--- src/rtl/core_run_ctrl_pkg.sv ---
// Shared definitions for the run controller: FSM state encoding, parameter
// defaults and the debug-read address helper.
package core_ctrl_pkg;

    typedef enum logic [1:0] {
        ST_IDLE = 2'd0,
        ST_RUN  = 2'd1,
        ST_DUMP = 2'd2,
        ST_DONE = 2'd3
    } run_state_e;

    localparam int unsigned DEF_MAX_CYCLES   = 1024;
    localparam logic [31:0] DEF_RESULT_BASE  = 32'h0000_0000;
    localparam int unsigned DEF_RESULT_WORDS = 3;
    localparam int unsigned IDX_W            = 4;

    // Byte address of result word idx; words are 4 bytes apart.
    function automatic logic [31:0] word_addr(input logic [31:0]      base,
                                              input logic [IDX_W-1:0] idx);
        return base + {26'd0, idx, 2'b00};
    endfunction

endpackage

--- src/rtl/core_run_ctrl_if.sv ---
// Connection between the run controller and the single-cycle core:
// core enable / start PC, PC observation and the data-memory debug port.
interface core_run_ctrl_if;

    logic        tbStart;
    logic [31:0] initInstAddr;
    logic [31:0] currInstAddr;
    logic [31:0] nextInstAddr;
    logic        dbgRead;
    logic [31:0] dbgAddr;
    logic [31:0] dbgData;

    // The controller side.
    modport master (
        output tbStart, initInstAddr, dbgRead, dbgAddr,
        input  currInstAddr, nextInstAddr, dbgData
    );

    // The core side.
    modport slave (
        input  tbStart, initInstAddr, dbgRead, dbgAddr,
        output currInstAddr, nextInstAddr, dbgData
    );

endinterface

--- src/rtl/core_run_ctrl_counter.sv ---
// Saturating RUN-cycle counter with clear and enable; flags the cycle whose
// increment will reach MAX_CYCLES.
module run_cycle_counter
    import core_ctrl_pkg::*;
#(
    parameter int unsigned MAX_CYCLES = DEF_MAX_CYCLES
) (
    input  logic        clk,
    input  logic        rst_n,
    input  logic        clr,
    input  logic        en,
    output logic [31:0] count,
    output logic        at_limit
);

    logic [31:0] count_q, count_d;

    always_comb begin
        // NOTE: default first so every path assigns count_d -- no latch.
        count_d = count_q;
        if (clr) begin
            count_d = '0;
        end else if (en && (count_q != '1)) begin
            count_d = count_q + 32'd1;
        end
    end

    // NOTE: state flops use non-blocking assignment; rst_n is sampled on the edge.
    always_ff @(posedge clk) begin
        if (!rst_n) begin
            count_q <= '0;
        end else begin
            count_q <= count_d;
        end
    end

    assign count    = count_q;
    // 33-bit compare so a saturated count can never alias the limit.
    assign at_limit = (({1'b0, count_q} + 33'd1) == 33'(MAX_CYCLES));

endmodule

--- src/rtl/core_run_ctrl.sv ---
// Run controller for the single-cycle core: starts a run, detects halt or
// cycle-budget timeout, then reads the result words back over the debug port.
module core_run_ctrl
    import core_ctrl_pkg::*;
#(
    parameter int unsigned MAX_CYCLES   = DEF_MAX_CYCLES,
    parameter logic [31:0] RESULT_BASE  = DEF_RESULT_BASE,
    parameter int unsigned RESULT_WORDS = DEF_RESULT_WORDS
) (
    input  logic             clk,
    input  logic             rst_n,
    input  logic             start,
    input  logic [31:0]      initAddr,
    core_run_ctrl_if.master  bus,
    output logic [31:0]      resultData,
    output logic [3:0]       resultIdx,
    output logic             resultValid,
    output logic             busy,
    output logic             done,
    output logic             timeout,
    output logic [31:0]      cycleCount
);

    localparam logic [IDX_W-1:0] LAST_IDX = IDX_W'(RESULT_WORDS - 1);

    run_state_e       state_q, state_d;
    logic [31:0]      init_addr_q, init_addr_d;
    logic [IDX_W-1:0] idx_q, idx_d;
    logic             timeout_q, timeout_d;
    logic [31:0]      res_data_q, res_data_d;
    logic [IDX_W-1:0] res_idx_q, res_idx_d;
    logic             res_valid_q, res_valid_d;

    logic        cnt_clr, cnt_en, at_limit, halt;
    logic        dbg_read;
    logic [31:0] dbg_addr;

    run_cycle_counter #(.MAX_CYCLES(MAX_CYCLES)) u_counter (
        .clk      (clk),
        .rst_n    (rst_n),
        .clr      (cnt_clr),
        .en       (cnt_en),
        .count    (cycleCount),
        .at_limit (at_limit)
    );

    // A core spinning on a self-branch has finished its program.
    assign halt = (bus.nextInstAddr == bus.currInstAddr);

    always_comb begin
        state_d     = state_q;
        init_addr_d = init_addr_q;
        idx_d       = idx_q;
        timeout_d   = timeout_q;
        res_data_d  = res_data_q;
        res_idx_d   = res_idx_q;
        res_valid_d = 1'b0;
        cnt_clr     = 1'b0;
        cnt_en      = 1'b0;
        dbg_read    = 1'b0;
        dbg_addr    = '0;

        case (state_q)
            ST_IDLE, ST_DONE: begin
                if (start) begin
                    init_addr_d = initAddr;
                    cnt_clr     = 1'b1;
                    timeout_d   = 1'b0;
                    idx_d       = '0;
                    state_d     = ST_RUN;
                end
            end
            ST_RUN: begin
                cnt_en = 1'b1;
                // Halt is tested first so it wins over a simultaneous timeout.
                if (halt) begin
                    idx_d   = '0;
                    state_d = ST_DUMP;
                end else if (at_limit) begin
                    timeout_d = 1'b1;
                    idx_d     = '0;
                    state_d   = ST_DUMP;
                end
            end
            ST_DUMP: begin
                dbg_read    = 1'b1;
                dbg_addr    = word_addr(RESULT_BASE, idx_q);
                res_valid_d = 1'b1;
                res_data_d  = bus.dbgData;
                res_idx_d   = idx_q;
                if (idx_q == LAST_IDX) begin
                    state_d = ST_DONE;
                end else begin
                    idx_d = idx_q + 1'b1;
                end
            end
            default: state_d = ST_IDLE;
        endcase
    end

    always_ff @(posedge clk) begin
        if (!rst_n) begin
            state_q     <= ST_IDLE;
            init_addr_q <= '0;
            idx_q       <= '0;
            timeout_q   <= 1'b0;
            res_data_q  <= '0;
            res_idx_q   <= '0;
            res_valid_q <= 1'b0;
        end else begin
            state_q     <= state_d;
            init_addr_q <= init_addr_d;
            idx_q       <= idx_d;
            timeout_q   <= timeout_d;
            res_data_q  <= res_data_d;
            res_idx_q   <= res_idx_d;
            res_valid_q <= res_valid_d;
        end
    end

    assign bus.tbStart      = (state_q == ST_RUN);
    assign bus.initInstAddr = init_addr_q;
    assign bus.dbgRead      = dbg_read;
    assign bus.dbgAddr      = dbg_addr;

    assign busy        = (state_q == ST_RUN) || (state_q == ST_DUMP);
    assign done        = (state_q == ST_DONE);
    assign timeout     = timeout_q;
    assign resultData  = res_data_q;
    assign resultIdx   = res_idx_q;
    assign resultValid = res_valid_q;

endmodule
--- src/flat_wrapper.sv ---
// flat-port wrapper written by rule: the top's interface ports become plain ports
module core_run_ctrl_flat import core_ctrl_pkg::*;
#(
    parameter int unsigned MAX_CYCLES   = DEF_MAX_CYCLES,
    parameter logic [31:0] RESULT_BASE  = DEF_RESULT_BASE,
    parameter int unsigned RESULT_WORDS = DEF_RESULT_WORDS
)
  (clk, rst_n, start, initAddr, resultData, resultIdx, resultValid, busy, done, timeout, cycleCount, bus_tbStart, bus_initInstAddr, bus_dbgRead, bus_dbgAddr, bus_currInstAddr, bus_nextInstAddr, bus_dbgData);
  core_run_ctrl_if bus_i ();
  input  logic clk;
  input  logic rst_n;
  input  logic start;
  input  logic [31:0] initAddr;
  output logic [31:0] resultData;
  output logic [3:0] resultIdx;
  output logic resultValid;
  output logic busy;
  output logic done;
  output logic timeout;
  output logic [31:0] cycleCount;
  output wire logic [$bits(bus_i.tbStart)-1:0] bus_tbStart;
  output wire logic [$bits(bus_i.initInstAddr)-1:0] bus_initInstAddr;
  output wire logic [$bits(bus_i.dbgRead)-1:0] bus_dbgRead;
  output wire logic [$bits(bus_i.dbgAddr)-1:0] bus_dbgAddr;
  input wire logic [$bits(bus_i.currInstAddr)-1:0] bus_currInstAddr;
  input wire logic [$bits(bus_i.nextInstAddr)-1:0] bus_nextInstAddr;
  input wire logic [$bits(bus_i.dbgData)-1:0] bus_dbgData;
  assign bus_tbStart = bus_i.tbStart;
  assign bus_initInstAddr = bus_i.initInstAddr;
  assign bus_dbgRead = bus_i.dbgRead;
  assign bus_dbgAddr = bus_i.dbgAddr;
  assign bus_i.currInstAddr = bus_currInstAddr;
  assign bus_i.nextInstAddr = bus_nextInstAddr;
  assign bus_i.dbgData = bus_dbgData;
  core_run_ctrl #(.MAX_CYCLES(MAX_CYCLES), .RESULT_BASE(RESULT_BASE), .RESULT_WORDS(RESULT_WORDS)) u_core (.clk(clk), .rst_n(rst_n), .start(start), .initAddr(initAddr), .bus(bus_i), .resultData(resultData), .resultIdx(resultIdx), .resultValid(resultValid), .busy(busy), .done(done), .timeout(timeout), .cycleCount(cycleCount));
endmodule
--- config.mk ---
export PLATFORM = sky130hd
export DESIGN_NAME = core_run_ctrl_flat
export DESIGN_NICKNAME = d
export VERILOG_FILES = /design/src/rtl/core_run_ctrl_pkg.sv /design/src/rtl/core_run_ctrl_if.sv /design/src/rtl/core_run_ctrl_counter.sv /design/src/rtl/core_run_ctrl.sv /design/src/flat_wrapper.sv
export SDC_FILE = /design/constraint.sdc
export NUM_CORES = 1
export LEC_CHECK = 0
export ABC_CLOCK_PERIOD_IN_PS = 3600
export BUFFER_PORTS_ARGS = -buffer_cell sky130_fd_sc_hd__buf_4
export CELL_PAD_IN_SITES_DETAIL_PLACEMENT = 0
export CELL_PAD_IN_SITES_GLOBAL_PLACEMENT = 2
export CORE_ASPECT_RATIO = 1.2
export CORE_MARGIN = 5
export CORE_UTILIZATION = 26
export CTS_BUF_LIST = sky130_fd_sc_hd__clkbuf_4
export CTS_CLUSTER_SIZE = 12
export DETAILED_ROUTE_END_ITERATION = 12
export PLACE_DENSITY_LB_ADDON = 0.2
export SLEW_MARGIN = 20
export SYNTH_ARGS = -nofsm -noshare
export SYNTH_HDL_FRONTEND = slang
export SYNTH_SLANG_ARGS = --single-unit
--- constraint.sdc ---
create_clock -name clk -period 3.6 [get_ports clk]
set_input_delay 0 -clock clk [delete_from_list [all_inputs] [get_ports clk]]
set_output_delay 0 -clock clk [all_outputs]
set_load 0.01 [all_outputs]
### After elaboration in Yosys (flattened, before gate mapping)

Cells that the tools add are included.

* register bits: 108
* bits of input ports: 131
* output and inout bits: 138
* logic and storage cells: 54

* add/subtract/negate cells: 3
* equality and inequality tests: 13
* mux-type cells: 19
* bitwise gates (word level): 1
* reductions and logical operators: 10

Operators with widths (count)
* 32-bit by 1-bit adder with 33-bit output, second input constant: 1
* 33-bit by 11-bit == test with 1-bit output, second input constant: 1
* 32-bit by 1-bit adder with 32-bit output, second input constant: 1
* 32-bit == test: 1
* 32-bit inequality test, second input constant: 1
* 4-bit two-way mux: 4
* 4-bit case mux with 3 select lines: 1
* 2-bit two-way mux: 4
* 1-bit two-way mux: 7
* 6-bit two-way mux: 1
* 2-bit inequality test, second input constant: 3
* 2-bit case mux with 3 select lines: 1
* 3-bit AND reduction: 2
* 4-bit by 1-bit adder with 4-bit output, second input constant: 1
* 2-bit == test, second input constant: 2
* 4-bit by 2-bit == test with 1-bit output, second input constant: 1
* 2-bit by 1-bit inequality test with 1-bit output, second input constant: 2
* 4-bit AND reduction: 1
* 2-bit OR reduction: 2
* 3-bit by 1-bit inequality test with 1-bit output, second input constant: 1
* 2-bit by 1-bit == test with 1-bit output, second input constant: 1
* 2-bit logical NOT: 1
* 1-bit case mux with 2 select lines: 1
* 2-bit AND reduction: 1
* other kinds (4): 4

### Logic depth before layout (Yosys ltp)

* depth after elaboration: 5
* gate-level depth with buffers: 11
* gate-level depth less buffers: 10

### Modules after synthesis

Synthesis repeated with hierarchy kept, for this count alone.

* cells, all modules: 641
* area total of the unflattened synthesis: 5424.0 um2

By module, submodules not included
* core_run_ctrl: times used 1, cells an instance 388, area each 3380.7 um2, sequential area each 1521.5 um2
* run_cycle_counter: times used 1, cells an instance 253, area each 2043.2 um2, sequential area each 640.6 um2

### Worst setup path after synthesis

No wires, ideal clock.

* path type: register to register
* from: reg u_core.u_counter.count_q[0] (netlist: u_core.u_counter.count[0])
* to: reg u_core.idx_q[3]
* setup time: 70 ps
* arrival time: 3026 ps
* data required time: 3530 ps
* setup slack: 504 ps
* cell stages (with the launch flop): 11
* buffers on the path: 1
* period minus slack after synthesis: 3096 ps
* cell sequence: dfxtp_1 ha_1 clkbuf_1 nand3_1 nor4_2 mux2i_1 o21ai_0 nor4_2 a31oi_2 or4b_1 a21boi_1

* word-level cells in the longest chain between the ends: 4

RTL lines
* from (decl): line core_run_ctrl_counter.sv:16 `logic [31:0] count_q, count_d;`
* from (signal assigned): line core_run_ctrl_counter.sv:33 `count_q <= count_d;`
* 32-bit by 1-bit adder with 33-bit output: line core_run_ctrl_counter.sv:39 `assign at_limit = (({1'b0, count_q} + 33'd1) == 33'(MAX_CYCLES));`
* 33-bit by 11-bit == test with 1-bit output: line core_run_ctrl_counter.sv:39
* 3-bit by 1-bit inequality test with 1-bit output (no line)
* 3-bit AND reduction (no line)
* to (signal assigned): line core_run_ctrl.sv:113 `idx_q <= idx_d;`
* to (decl): line core_run_ctrl.sv:28 `logic [IDX_W-1:0] idx_q, idx_d;`

Every way passes these cells.
A chain may end at the register's enable or synchronous reset.

### Worst setup path after layout

Ends and elaborated chain as after synthesis.

==> results.tsv <==
stage	metric	value	unit
cts	worstSkewPairLatency	0.47	ns
worst_setup_path	crit_start	u_core.u_counter.count[0]$_SDFFE_PP0P_	
route	via_per_inst	4.391	
pwr	clkPwrFrac	20.7	%
die	num_io_pins	269	
pwr	pwr-share-seq	43.8	%
worst_setup_path	crit_buf_inv	1	
worst_setup_path	worstSetupStartpointType	flop	
cts	cts_max_level	3	
worst_setup_path	critical-path-max-stage-delay	0.56	ns
finish	final_cell_mix	251 x buf_4, 108 x dfxtp_1, 95 x nand2_1	
pwr	ir_worst_vdd	0.1867	mV
yosys	netlist.area_leader.share	39.07	%
worst_setup_path	crit_family	simple AND/OR/NAND/NOR gates	
place	io_buffers	240	
sta	rsz0062_at_grt	false	
sta	worstMarginPinSlew	0.6461	ns
cts	numClockSinks	108	
worst_setup_path	cp_data_arrival_time	3.68	ns
route	final_antenna_net_count	0	
route	wl_per_cell	15.32	um
yosys	synth.distinct_cells	56	
sta	setup_viol_count_final	0	
worst_hold_path	min_from	start	
finish	final_common_cell	buf_4	
cts	cts.clk_slew.worst_paths	0.19	ns
sta	period_share	90.98	%
finish	finalNetCount	1102	
yosys	ys_top_cells_by_area	dfxtp_1 39%, xnor2_1 8.2%, nand2_1 6.5%	
pwr	p_sw	0.001155	W
yosys	yosysSeqAreaShare	39.07	%
sta	min_period	3.275	ns
yosys	synthArstFlopShare	0	%
pwr	intPower	0.002192	W
grt	grt_util_all_layers	14.97	%
yosys	yosysTopAreaCell	dfxtp_1	
yosys	synth_top_flop_cell	dfxtp_1	
yosys	synth_cells	657	
place	dpl_cell_area	7492	um^2
cts	cts_root_buf	clkbuf_4	
route	firstDrtPassIters	4	
cts	cts_buffer_depth	2	
worst_setup_path	cp_slowest_cell	or4b_1	
yosys	netlist_area	5534	um^2
sta	finClkSkew	0.02031	ns
die	die_area	24310	um^2
grt	grt_pass1_vias	5540	
pwr	p_comb_share	35.6	%
pwr	p_leak	3.557	nW
grt	grt_max_degree	44	
route	dr_total_vias	5440	
cts	cts_tree	built	
yosys	ys_seq_elements	108	
grt	grt_pass1_wl	29200	um
finish	diodes	0	
cts	cts_made_buffers	9	
worst_setup_path	worst-setup-path-type	reg2reg	
worst_setup_path	path_cells	ha_1 > nand3_1 > nor4_2 > buf_4 > xnor2_1 > a41oi_1 > a221oi_2 > a31oi_2 > or4b_1 > a21boi_1	
die	core-area	20970	um^2
place	dp.cells	1138	
route	totalWireLength	18990	um
sta	whs	0.1526	ns
worst_hold_path	hp-class	in2reg	
sta	hold_viol_final	0	
yosys	synth_warnings	0	
yosys	synth_area_per_cell	8.423	um^2
sta	fmax	0.3053	GHz
worst_setup_path	worst-path-max-fanout	10	
run_status	status	complete, no violations	
pwr	power.total	0.003347	W
die	die_x	143.2	um
run	drv_cap	0	
route	drtIter0Drc	203	
sta	max_slew_margin	56.53	%
worst_setup_path	cp.required	4.00	ns
cts	cts_setup_buffers	0	
grt	grt-ovfl-total	0	
sta	maxSlewViolCount	0	
die	die_y	169.8	um
pwr	swShare	34.50	%
place	hpwl	14380	um
route	post-route-drc-count	0	
worst_setup_path	end_kind	flop	
yosys	synth-edff-count	0	
worst_setup_path	rr_startpoint	u_core.u_counter.count[0]$_SDFFE_PP0P_	
finish	fin_cells	1239	
sta	setup_tns	0	ns
grt	antenna_found_initial	0	
place	gp_congestion	0.8526	
finish	syn_to_final_growth	53.63	%
die	start_util	26.39	%
finish	final_area	8502	um^2
die	placementRows	58	
pwr	pwr_density_cell	393.6	nW/um^2
finish	final_layout_size_suffix_gt1_share	29.00	%
[per-stage QoR]
stage | util [%] | worst slack [ns]
final | 40.54 | 0.3249
after global routing | 40.54 | 0.07193
after CTS | 40.54 | 0.3318
after detailed placement | 35.72 | 0.4133
after global placement | 35.71 | 0.4627
after floorplan | - | 0.5043
[cells in the mapped netlist (2+ instances only)]
cell      instances
a211oi_1          4
a21boi_0         19
a21oi_1          22
a31o_1            2
a31oi_1           2
a32o_1            2
and2_1            7
and3_1            5
and4_1            2
buf_1             3
buf_2            11
buf_4            28
clkbuf_1         25
dfxtp_1         108
ha_1              7
inv_1            17
mux2i_1          35
nand2_1          96
nand3_1          12
nand4_1          34
nand4b_1          2
nor2_1           79
nor2b_1           4
nor3_1           10
nor3_2            2
nor4_1            5
nor4_2            2
o21a_1            2
o21ai_0           5
o22ai_1           2
o31ai_1           5
or3_1             4
or4b_1            2
xnor2_1          52
xor2_1           19
[tightest hold or removal path, stage by stage]
cell and delay, ns:
buf_4 0.10, nand2_1 0.07, buf_4 0.26, nand2_1 0.11
a21oi_1 0.05
[flip-flops by register name, summed over array words and instances (netlist names)]
| register | count |
|---|---|
| u_core.bus.initInstAddr | 32 |
| u_core.u_counter.count | 32 |
| u_core.resultData | 32 |
| u_core.state_q | 2 |
| u_core.idx_q | 4 |
| u_core.resultIdx | 4 |
| u_core.resultValid | 1 |
| u_core.timeout | 1 |
[kinds of logic after synthesis]
logic type,Yosys count,synth area share [%]
multiplexers,35,6.331
AO/OA/AOI/OAI,78,9.926
XOR/XNOR,71,11.24
buffers and inverters,84,7.845
other,1,0.06776
adder cells (fa/ha/maj),7,1.583
AND/OR/NAND/NOR,273,23.94
flip-flops,108,39.07
[routing by layer]
| metal | track usage, % | routed length, um | part of all wire, % |
|---|---|---|---|
| met5 | 0 | 0 | 0 |
| met4 | 3.473 | 206 | 1.1 |
| met3 | 2.979 | 1050 | 5.5 |
| met2 | 27.43 | 9852 | 52 |
| met1 | 17.88 | 7876 | 41 |
[final cells by class]
class / count / area [um^2]
clock inverters: 6 / 83.83
repair buffers: 336 / 2735
multi-input cells: 492 / 3044
well taps: 270 / 337.8
fillers: 2129 / 12470
inverters: 17 / 63.81
clock buffers: 10 / 75.07
flip-flops and latches: 108 / 2162
[power groups by stage]
| stage | Combinational (W) | Clock, W | Sequential (W) |
|---|---|---|---|
| final | 0.00119 | 0.000691 | 0.00146 |
| after floorplan | 0.000499 | 0 | 0.00156 |
| after CTS | 0.00121 | 0.000733 | 0.00147 |
| after global placement | 0.00109 | 0 | 0.00148 |
| after global routing | 0.00131 | 0.000770 | 0.00149 |
| after detailed placement | 0.00110 | 0 | 0.00149 |
[timing repair]
| action | 4_1_cts | 5_1_grt |
|---|---|---|
| hold buffers | 85 | 0 |
| resized for setup | 0 | 0 |
| hold endpoints to repair | 69 | 0 |
[worst paths after layout]
path                                                   end  slack, ns  cells past startpoint
hold / removal    u_core.bus.initInstAddr[11]$_SDFFE_PN0P_       0.15                      5
setup / recovery              u_core.idx_q[3]$_SDFFE_PN0P_       0.32                     10
setup reg to reg              u_core.idx_q[3]$_SDFFE_PN0P_       0.32                     10
hold reg to reg    u_core.bus.initInstAddr[1]$_SDFFE_PN0P_       0.47                      2
Power figures use the tool's default switching activity.
